$ cat config.mk
export PLATFORM = sky130hd
export DESIGN_NAME = reg_scoreboard
export DESIGN_NICKNAME = d
export VERILOG_FILES = /design/src/rtl/reg_scoreboard.sv
export SDC_FILE = /design/constraint.sdc
export NUM_CORES = 1
export LEC_CHECK = 0
export BUFFER_PORTS_ARGS = -buffer_cell sky130_fd_sc_hd__buf_2
export CAP_MARGIN = 20
export CORE_MARGIN = 2
export CORE_UTILIZATION = 55
export CTS_BUF_LIST = sky130_fd_sc_hd__clkbuf_4 sky130_fd_sc_hd__clkbuf_8
export DETAILED_ROUTE_END_ITERATION = 7
export GPL_TIMING_DRIVEN = 0
export PLACE_DENSITY = 0.82
export SYNTH_ARGS = -nofsm -noshare
export SYNTH_HDL_FRONTEND = slang
export SYNTH_SLANG_ARGS = --single-unit
$ cat constraint.sdc
create_clock -name clk -period 5.7 [get_ports clk]
set_clock_uncertainty 0.1 [all_clocks]
set_input_delay 0.57 -clock clk [delete_from_list [all_inputs] [get_ports clk]]
set_output_delay 0.57 -clock clk [all_outputs]
set_load 0.01 [all_outputs]
$ cat src/rtl/reg_scoreboard.sv
// -----------------------------------------------------------------------------
// reg_scoreboard
//
// Producer-side readiness tracker for the dual-issue (main + aux) pipeline.
// It is the write-side counterpart of the operand bypass network.
//
// Each destination register written by an in-flight op is recorded at DC
// issue. The entry then counts down until the result can feed the bypass
// muxes. While the entry is pending, DC stalls any consumer that reads that
// register. Long-latency MDU ops (div) do not count down. They stay pending
// until mdu_done names their destination.
//
// Ports
//   clk, rst                      clock, synchronous active-high reset
//   iss_en_dc / _aux              slot issues this cycle (taken when not stalled)
//   iss_rd_dc / _aux              destination register of the issuing op
//   iss_lat_dc / _aux             cycles until the result is forwardable
//                                 (0 = forwardable next cycle, nothing recorded)
//   iss_long_dc                   main op is a long-latency MDU op
//   rs{1,2}_dc / _aux             DC source registers
//   rs{1,2}_vld_dc / _aux         source is actually read from the register file
//   mdu_done, mdu_rd              MDU result is forwardable next cycle, its dest
//   flush                         pipeline redirect, squashes young entries
//   stall_dc, stall_dc_aux        DC hold requests (combinational)
//   busy_vec                      per-register pending bits from state (bit0 = 0)
//   long_busy                     an MDU op is outstanding
// -----------------------------------------------------------------------------
module reg_scoreboard #(
    parameter int NREG      = 32,
    parameter int LAT_W     = 3,
    parameter int FLUSH_AGE = 2
) (
    input  logic             clk,
    input  logic             rst,

    input  logic             iss_en_dc,
    input  logic [4:0]       iss_rd_dc,
    input  logic [LAT_W-1:0] iss_lat_dc,
    input  logic             iss_long_dc,

    input  logic             iss_en_dc_aux,
    input  logic [4:0]       iss_rd_dc_aux,
    input  logic [LAT_W-1:0] iss_lat_dc_aux,

    input  logic [4:0]       rs1_dc,
    input  logic [4:0]       rs2_dc,
    input  logic             rs1_vld_dc,
    input  logic             rs2_vld_dc,
    input  logic [4:0]       rs1_dc_aux,
    input  logic [4:0]       rs2_dc_aux,
    input  logic             rs1_vld_dc_aux,
    input  logic             rs2_vld_dc_aux,

    input  logic             mdu_done,
    input  logic [4:0]       mdu_rd,

    input  logic             flush,

    output logic             stall_dc,
    output logic             stall_dc_aux,
    output logic [NREG-1:0]  busy_vec,
    output logic             long_busy
);

    // Age only needs to reach FLUSH_AGE. Once it gets there, the entry is
    // old enough to survive a flush.
    localparam int AGE_W = (FLUSH_AGE < 1) ? 1 : $clog2(FLUSH_AGE + 1);
    localparam logic [AGE_W-1:0] AGE_SAT = AGE_W'(FLUSH_AGE);

    // -------------------------------------------------------------------------
    // Per-register state
    // -------------------------------------------------------------------------
    logic [LAT_W-1:0] cnt_q [NREG];
    logic [LAT_W-1:0] cnt_d [NREG];
    logic [AGE_W-1:0] age_q [NREG];
    logic [AGE_W-1:0] age_d [NREG];
    logic [NREG-1:0]  long_q;
    logic [NREG-1:0]  long_d;

    // -------------------------------------------------------------------------
    // Pending view of the state. Only flops feed busy_vec, so it is glitch-free
    // relative to the DC inputs.
    // -------------------------------------------------------------------------
    always_comb begin
        busy_vec = '0;
        for (int r = 0; r < NREG; r++) begin
            busy_vec[r] = (r != 0) && ((cnt_q[r] != '0) || long_q[r]);
        end
    end

    // At most one long op is ever recorded, so an OR-reduce is exact.
    assign long_busy = |long_q;

    // -------------------------------------------------------------------------
    // Stall generation
    // -------------------------------------------------------------------------
    logic main_src_busy;
    logic aux_src_busy;
    logic main_cand;
    logic aux_raw_main;

    assign main_src_busy = (rs1_vld_dc && rs1_dc != 5'd0 && busy_vec[rs1_dc])
                        || (rs2_vld_dc && rs2_dc != 5'd0 && busy_vec[rs2_dc]);

    assign aux_src_busy  = (rs1_vld_dc_aux && rs1_dc_aux != 5'd0 && busy_vec[rs1_dc_aux])
                        || (rs2_vld_dc_aux && rs2_dc_aux != 5'd0 && busy_vec[rs2_dc_aux]);

    // This term covers a main op in the same bundle whose result the aux slot
    // cannot get in time. A zero-latency main result reaches aux through the
    // aux-from-ex bypass, so that case does not stall. A long op is never
    // forwardable in time.
    assign main_cand     = iss_en_dc && iss_rd_dc != 5'd0
                        && (iss_lat_dc != '0 || iss_long_dc);

    assign aux_raw_main  = main_cand
                        && ((rs1_vld_dc_aux && rs1_dc_aux == iss_rd_dc)
                         || (rs2_vld_dc_aux && rs2_dc_aux == iss_rd_dc));

    // The stall does not depend on whether the stalled op itself issues, so
    // there is no combinational loop through the accept logic.
    assign stall_dc     = !rst && (main_src_busy || (iss_long_dc && long_busy));
    assign stall_dc_aux = !rst && (stall_dc || aux_src_busy || aux_raw_main);

    // -------------------------------------------------------------------------
    // Issue acceptance
    // -------------------------------------------------------------------------
    logic main_take;
    logic aux_take;
    logic main_rec;
    logic aux_rec;

    assign main_take = iss_en_dc     && !stall_dc     && !flush;
    assign aux_take  = iss_en_dc_aux && !stall_dc_aux && !flush;

    // A zero-latency short op is already forwardable, so recording it would
    // only cause false stalls.
    assign main_rec  = main_take && iss_rd_dc != 5'd0
                    && (iss_lat_dc != '0 || iss_long_dc);
    assign aux_rec   = aux_take  && iss_rd_dc_aux != 5'd0
                    && iss_lat_dc_aux != '0;

    // -------------------------------------------------------------------------
    // Next-state logic. Later assignments override earlier ones. The priority
    // from lowest to highest is: countdown, flush, mdu_done, main issue,
    // aux issue. The aux slot is the younger producer, so it wins a WAW race.
    // -------------------------------------------------------------------------
    always_comb begin
        // NOTE: every next-state variable gets a value before any branch,
        // otherwise the untaken paths would infer latches.
        for (int r = 0; r < NREG; r++) begin
            cnt_d[r] = (cnt_q[r] != '0) ? cnt_q[r] - LAT_W'(1) : '0;
            age_d[r] = (age_q[r] == AGE_SAT) ? age_q[r] : age_q[r] + AGE_W'(1);
        end
        long_d = long_q;

        // Young entries belong to ops on the squashed path. Older entries are
        // past the redirect point and must keep counting.
        if (flush) begin
            for (int r = 0; r < NREG; r++) begin
                if (age_q[r] < AGE_SAT) begin
                    cnt_d[r]  = '0;
                    long_d[r] = 1'b0;
                end
            end
        end

        // An mdu_done for an entry that was flushed or overwritten by a newer
        // producer is stale. It must not release that producer.
        if (mdu_done && long_q[mdu_rd]) begin
            long_d[mdu_rd] = 1'b0;
            cnt_d[mdu_rd]  = '0;
        end

        if (main_rec) begin
            cnt_d[iss_rd_dc]  = iss_lat_dc;
            long_d[iss_rd_dc] = iss_long_dc;
            age_d[iss_rd_dc]  = '0;
        end

        if (aux_rec) begin
            cnt_d[iss_rd_dc_aux]  = iss_lat_dc_aux;
            long_d[iss_rd_dc_aux] = 1'b0;
            age_d[iss_rd_dc_aux]  = '0;
        end
    end

    // -------------------------------------------------------------------------
    // State registers
    // -------------------------------------------------------------------------
    // NOTE: the per-register arrays are reset explicitly. They are pending
    // state rather than storage, so stale entries after reset would stall
    // the pipeline forever.
    always_ff @(posedge clk) begin
        if (rst) begin
            for (int r = 0; r < NREG; r++) begin
                cnt_q[r] <= '0;
                age_q[r] <= '0;
            end
            long_q <= '0;
        end else begin
            // NOTE: sequential state uses non-blocking assignments only, so
            // every flop samples the pre-edge values.
            for (int r = 0; r < NREG; r++) begin
                cnt_q[r] <= cnt_d[r];
                age_q[r] <= age_d[r];
            end
            long_q <= long_d;
        end
    end

    // -------------------------------------------------------------------------
    // Simulation checks
    // -------------------------------------------------------------------------
    a_one_long : assert property (@(posedge clk) disable iff (rst) $onehot0(long_q));
    a_x0_idle  : assert property (@(posedge clk) disable iff (rst) !busy_vec[0]);

endmodule

---- After elaboration in Yosys (flattened, before gate mapping) ----
Memories as Yosys holds them, arrays and structs flattened.
Index checks and enable logic that the tools add are counted.
cells by class
  $add $sub $neg .......................... 64
  magnitude comparators ................... 48
  equality and inequality tests ........... 34
  mux-type cells .......................... 234
  bitwise logic cells ..................... 77
  reductions and logical operators ........ 114
operator list
  kind                   number
  $mux W96               4
  $mux W3                99
  $bwmux W96             2
  $mux W2                66
  $and A64 B64 Y64       2
  $mux W32               4
  $mux W64               2
  $not A64 Y64           2
  $reduce_bool A3 Y1     34
  $and A96 B96 Y96       1
  $not A96 Y96           1
  $sub A3 B1 Y3 const B  32
  $add A2 B1 Y2 const B  32
  $and A32 B32 Y32       2
  $eq A2 B2 Y1 const B   32
  $lt A2 B2 Y1 const B   32
  $not A32 Y32           2
  $or A1 B1 Y1           64
  $demux W3 S5           3
  $mux W1                43
  $lt A5 B6 Y1 const B   7
  $logic_or A1 B1 Y1     38
  $bwmux W32             1
  $reduce_or A32 Y1      1
  other kinds (11)       65
word-level totals
  register bits ........................... 32
  memory bits (writable) .................. 160
  bits of input ports ..................... 52
  output and inout port bits .............. 35
  logic and storage cells ................. 574
  memories kept ........................... 2
memories
  memory  depth  bits a word  read ports  clocked after memory_dff  wr ports  line  source
  cnt_q   32     3            32          0                         32        73    logic [LAT_W-1:0] cnt_q [NREG];
  age_q   32     2            32          0                         32        75    logic [AGE_W-1:0] age_q [NREG];

---- Logic depth before layout (Yosys ltp) ----
An unclocked memory read counts as a cell.
  word-level depth ........................ 19
  mapped depth ............................ 14
  mapped depth without buffers ............ 12

---- Worst setup path before layout ----
OpenSTA, ideal clock, no wires.
  kind .................................... in2reg
  start point ............................. input port rs2_dc_aux[0]
  end point ............................... memory cnt_q[2][0], in the netlist cnt_q[0][6]
  setup time .............................. 0.086 ns
  data arrival time ....................... 3.240 ns
  data required time ...................... 5.514 ns
  slack ................................... 2.274 ns
  stages on the path ...................... 12
  path buffers ............................ 3
  cell sequence ........................... buf_2 inv_2 mux4_2 mux2_2 a221oi_1 a311o_1 a41oi_4 nor4b_2 buf_2 buf_6 nand2_1 a221oi_2
RTL lines
  item                line  source
  start: declaration  50    input logic [4:0] rs2_dc_aux,
  end: declaration    73

==> results.txt <==
After routing, the total negative slack on setup checks comes to 0 ns. The vias per cell came out at 6.933. The root buffer cell chosen for the clock tree is clkbuf_8. The average routed wire per standard cell is 24.26 µm. The most common flop cell mapped by yosys is dfxtp_1. The count of unresolved DRC violations after routing is 0. The worst slew margin relative to its limit came out at 22.75%. The clock sink total is 189. The die area came out at 23,750 µm². The share of the synthesized area in the top cell type came out at 30.53%. The post-synthesis cell count is 1,487.

Setup violations remaining at the end of the flow were counted as 0. After Yosys synthesis, and, or, nand and nor cells account for 22.95% of the synthesized area. The fraction of the mapped netlist area in compound gates came out at 21.14%. TritonCTS built the clock tree.

The final weighted congestion in routability-driven placement came out at 1.013. Across every metal layer, demand over resource in global routing totals 37.78%. The largest net degree at the start of global routing is 19. The startpoint kind of the worst setup timing path is a flip-flop. At the end of the flow, the number of nets in the layout was 1,733. The transition time of the tightest slew-check pin came out at 1.159 ns.

The standby leakage power came out at 5.577 nW. The via count of the first global-routing pass came out at 12,330. The post-synthesis instance area is 12,390 µm². The worst setup path is of the flip-flop to flip-flop kind. After synthesis, the most frequently instantiated cells are 189 x dfxtp_1, 164 x nor2_1, 144 x inv_1.

0 antenna diodes ended up in the layout. The synthesized design spends more area on one cell type than any other, namely dfxtp_1. The global-route wire length before repair is 68.74 mm. The biggest fanout along the worst timing path came out at 10.

The share of async-settable or async-resettable flops after synthesis is 0%. Clock-pin slew was measured on the worst setup and hold paths at 0.11 ns. The count of cells resized by post-cts repair came out at 0. The clock tree synthesis step divided the H-tree into 4 levels. The post-synthesis sequential area ratio is 30.53%. The total placed cells including tap cells came out at 1,843. During synthesis, Yosys emitted a total of 0 warnings. The critical path data required time is 6.01 ns. Dividing the synthesized area by the synthesized cell count gives 8.335 µm². The flow ran to the end, and the final reports show no timing, DRC or antenna violations.

Setup repair after global routing left no endpoint under its margin. Measured along the y axis, the die boundary spans 154.1 µm. The maximum VDD drop came out at 0.1582 mV.

Global routing finished with a remaining overflow of 0. The total number of vias is 13,030. Summing the areas of all fa, ha and maj instances in the mapped netlist gives 9.489% of the synthesized area.

The most critical setup path has its startpoint at long_q[9]$_SDFF_PP0_. Buffers inserted during clock tree synthesis total 17. The hold buffer count at CTS is 0.

The portion of the clock cycle consumed by the worst path in the final layout is 92.67%. The detailed router finished its first iteration with 2,242 violations. The number of synthesized register bits came out at 189.

The number of buffers between clock root and the deepest sink is 2. The startpoint of the most critical hold path is long_q[0]$_SDFF_PP0_. The die extent in x is 154.1 µm. By area, the combinational part of the netlist is dominated by simple AND/OR/NAND/NOR gates. The maximum achievable frequency is 189.3 MHz.

The layout filler cell count is 1,945. The number of enable flip-flop cells after synthesis is 0. The fraction of the core area covered by cells at the end of the flow is 61.83%. The number of antenna violations at the first check in global routing came out at 1. The worst setup path is captured at a flip-flop.

The number of rows in the core area is 54. The detailed placer's ending HPWL came out at 34.01 mm. The remaining number of nets flagged by the antenna check after routing is 0. The number of buffers inserted to repair setup after CTS came out at 0. The post-detailed-routing wire length is 45.61 mm. The total iterations of the first detailed-routing run is 8.

After synthesis, the share of cell area in mux cells is 7.723%. The count of cells in the finished layout, fillers not included, comes to 1,880. The final critical delay including setup and external delays came out at 5.282 ns.

The max-slew violation count came to 0. The standard cell core area is 21,960 µm². The xor/xnor cell area share of the yosys netlist is 0.7066%. The class of the tightest hold or removal check is flip-flop to flip-flop. For the worst setup path, the data arrival time is 5.60 ns.

The number of ports placed on the die boundary came out at 87. The share of final-layout standard cells stronger than drive strength 1 is 11.44%. The number of distinct library cells after synthesis is 68. The startpoint identified for the worst register-to-register timing path is long_q[9]$_SDFF_PP0_. After synthesis, the cell types taking the most area are dfxtp_1 31%, ha_1 9.5%, a221oi_1 5.9%. The power density relative to cell area is 225.5 nW/µm². Buffers placed on the I/O ports in this run total 73. The initial core utilization came out at 56.44%.

Once layout is done, the placed cells without fillers occupy 13,580 µm². The post-synthesis net count came out at 1,633. The tool flagged a number of max-cap violations equal to 0.

The hold violation count in the final report is 0. The most frequent cell after synthesis is dfxtp_1. The placed standard-cell area is 13,130 µm². The later pin in the worst-skew pair is clocked with a latency of 0.50 ns.

The layout-stage area growth over the synthesis result is 9.550%.
final cells by class:
cell class                 count  area [µm²]  share of cell area, %
buffer                        93       374.1                  2.755
multi-input combinational   1059        7689                  56.63
tap                          280       350.3                  2.580
sequential                   189        3784                  27.87
inverter                     146       548.0                  4.036
clock buffer                  18       247.7                  1.825
timing repair buffer          81       417.9                  3.078
clock inverter                14       167.7                  1.235
per-layer routing:
layer  vias to the layer above  part of all wire (%)  wire length, µm  track usage, %
li1                       5605                     -                -               -
met1                      6090                    37            16690           48.37
met2                      1069                    42            19010           56.78
met3                       270                    15             6827           10.37
met4                         0                   6.8             3085           23.01
met5                         -                     0                0               0
where the power goes:
group / internal, mW / switching, mW
Sequential: 1.42 / 0.0352
Combinational: 0.214 / 0.431
Clock: 0.419 / 0.547
path summary, 6_finish.rpt:
kind | to | slack [ns] | cells past startpoint
hold / removal | long_q[0]$_SDFF_PP0_ | 0.40 | 2
setup reg to reg | cnt_q[1][27]$_SDFF_PP0_ | 0.42 | 11
hold reg to reg | long_q[0]$_SDFF_PP0_ | 0.40 | 2
setup / recovery | cnt_q[1][27]$_SDFF_PP0_ | 0.42 | 11
kinds of logic (layout without fill, tap and decap cells):
logic type	count (synthesis)	in the layout
AO/OA/AOI/OAI	342	342
buffers and inverters	239	352
AND/OR/NAND/NOR	554	554
XOR/XNOR	10	10
multiplexers	58	58
flip-flops	189	189
other	1	1
adder cells (fa/ha/maj)	94	94
stage by stage:
| step | hold WS [ns] | total power, mW | worst slack (ns) |
|---|---|---|---|
| after global placement | 0.3696 | 2.067 | 0.6397 |
| after floorplan | 0.3318 | 1.871 | 2.274 |
| after detailed placement | 0.3720 | 2.093 | 0.8117 |
| after CTS | 0.3921 | 3.021 | 0.9276 |
| final | 0.4021 | 3.062 | 0.4179 |
| after global routing | 0.4052 | 3.168 | 0.3878 |
cells in the final DEF (no fill, tap or decap), types with 13 or more instances in the layout:
| cell type | instances |
|---|---|
| dfxtp_1 | 189 |
| nor2_1 | 164 |
| inv_1 | 144 |
| nand2_1 | 110 |
| ha_1 | 94 |
| buf_2 | 86 |
| a221oi_1 | 84 |
| clkbuf_1 | 70 |
| and3_1 | 59 |
| nand3_1 | 58 |
| a211oi_1 | 57 |
| a21oi_1 | 41 |
| mux4_2 | 30 |
| a21boi_0 | 29 |
| nand2b_1 | 27 |
| mux2i_1 | 27 |
| a32oi_1 | 27 |
| o21ai_0 | 24 |
| a22oi_1 | 23 |
| nor3_1 | 20 |
| clkbuf_8 | 18 |
| nor2b_1 | 16 |
| and2_1 | 14 |
| nor3b_1 | 13 |
worst max-delay path, stage by stage, from the launching register on:
cell	delay, ns
dfxtp_1	0.42
nor4_1	0.50
nand4_1	0.17
o21ai_0	0.67
o311ai_0	0.32
o2bb2ai_1	0.51
a22o_1	0.33
and2_1	0.18
clkbuf_1	0.55
clkbuf_1	0.92
a221oi_1	0.26
a211oi_1	0.27
state kept, by name (all words and copies together) (netlist names):
register / count
cnt_q: 93
long_q: 32
age_q: 64
(Power assumes the default switching activity.)
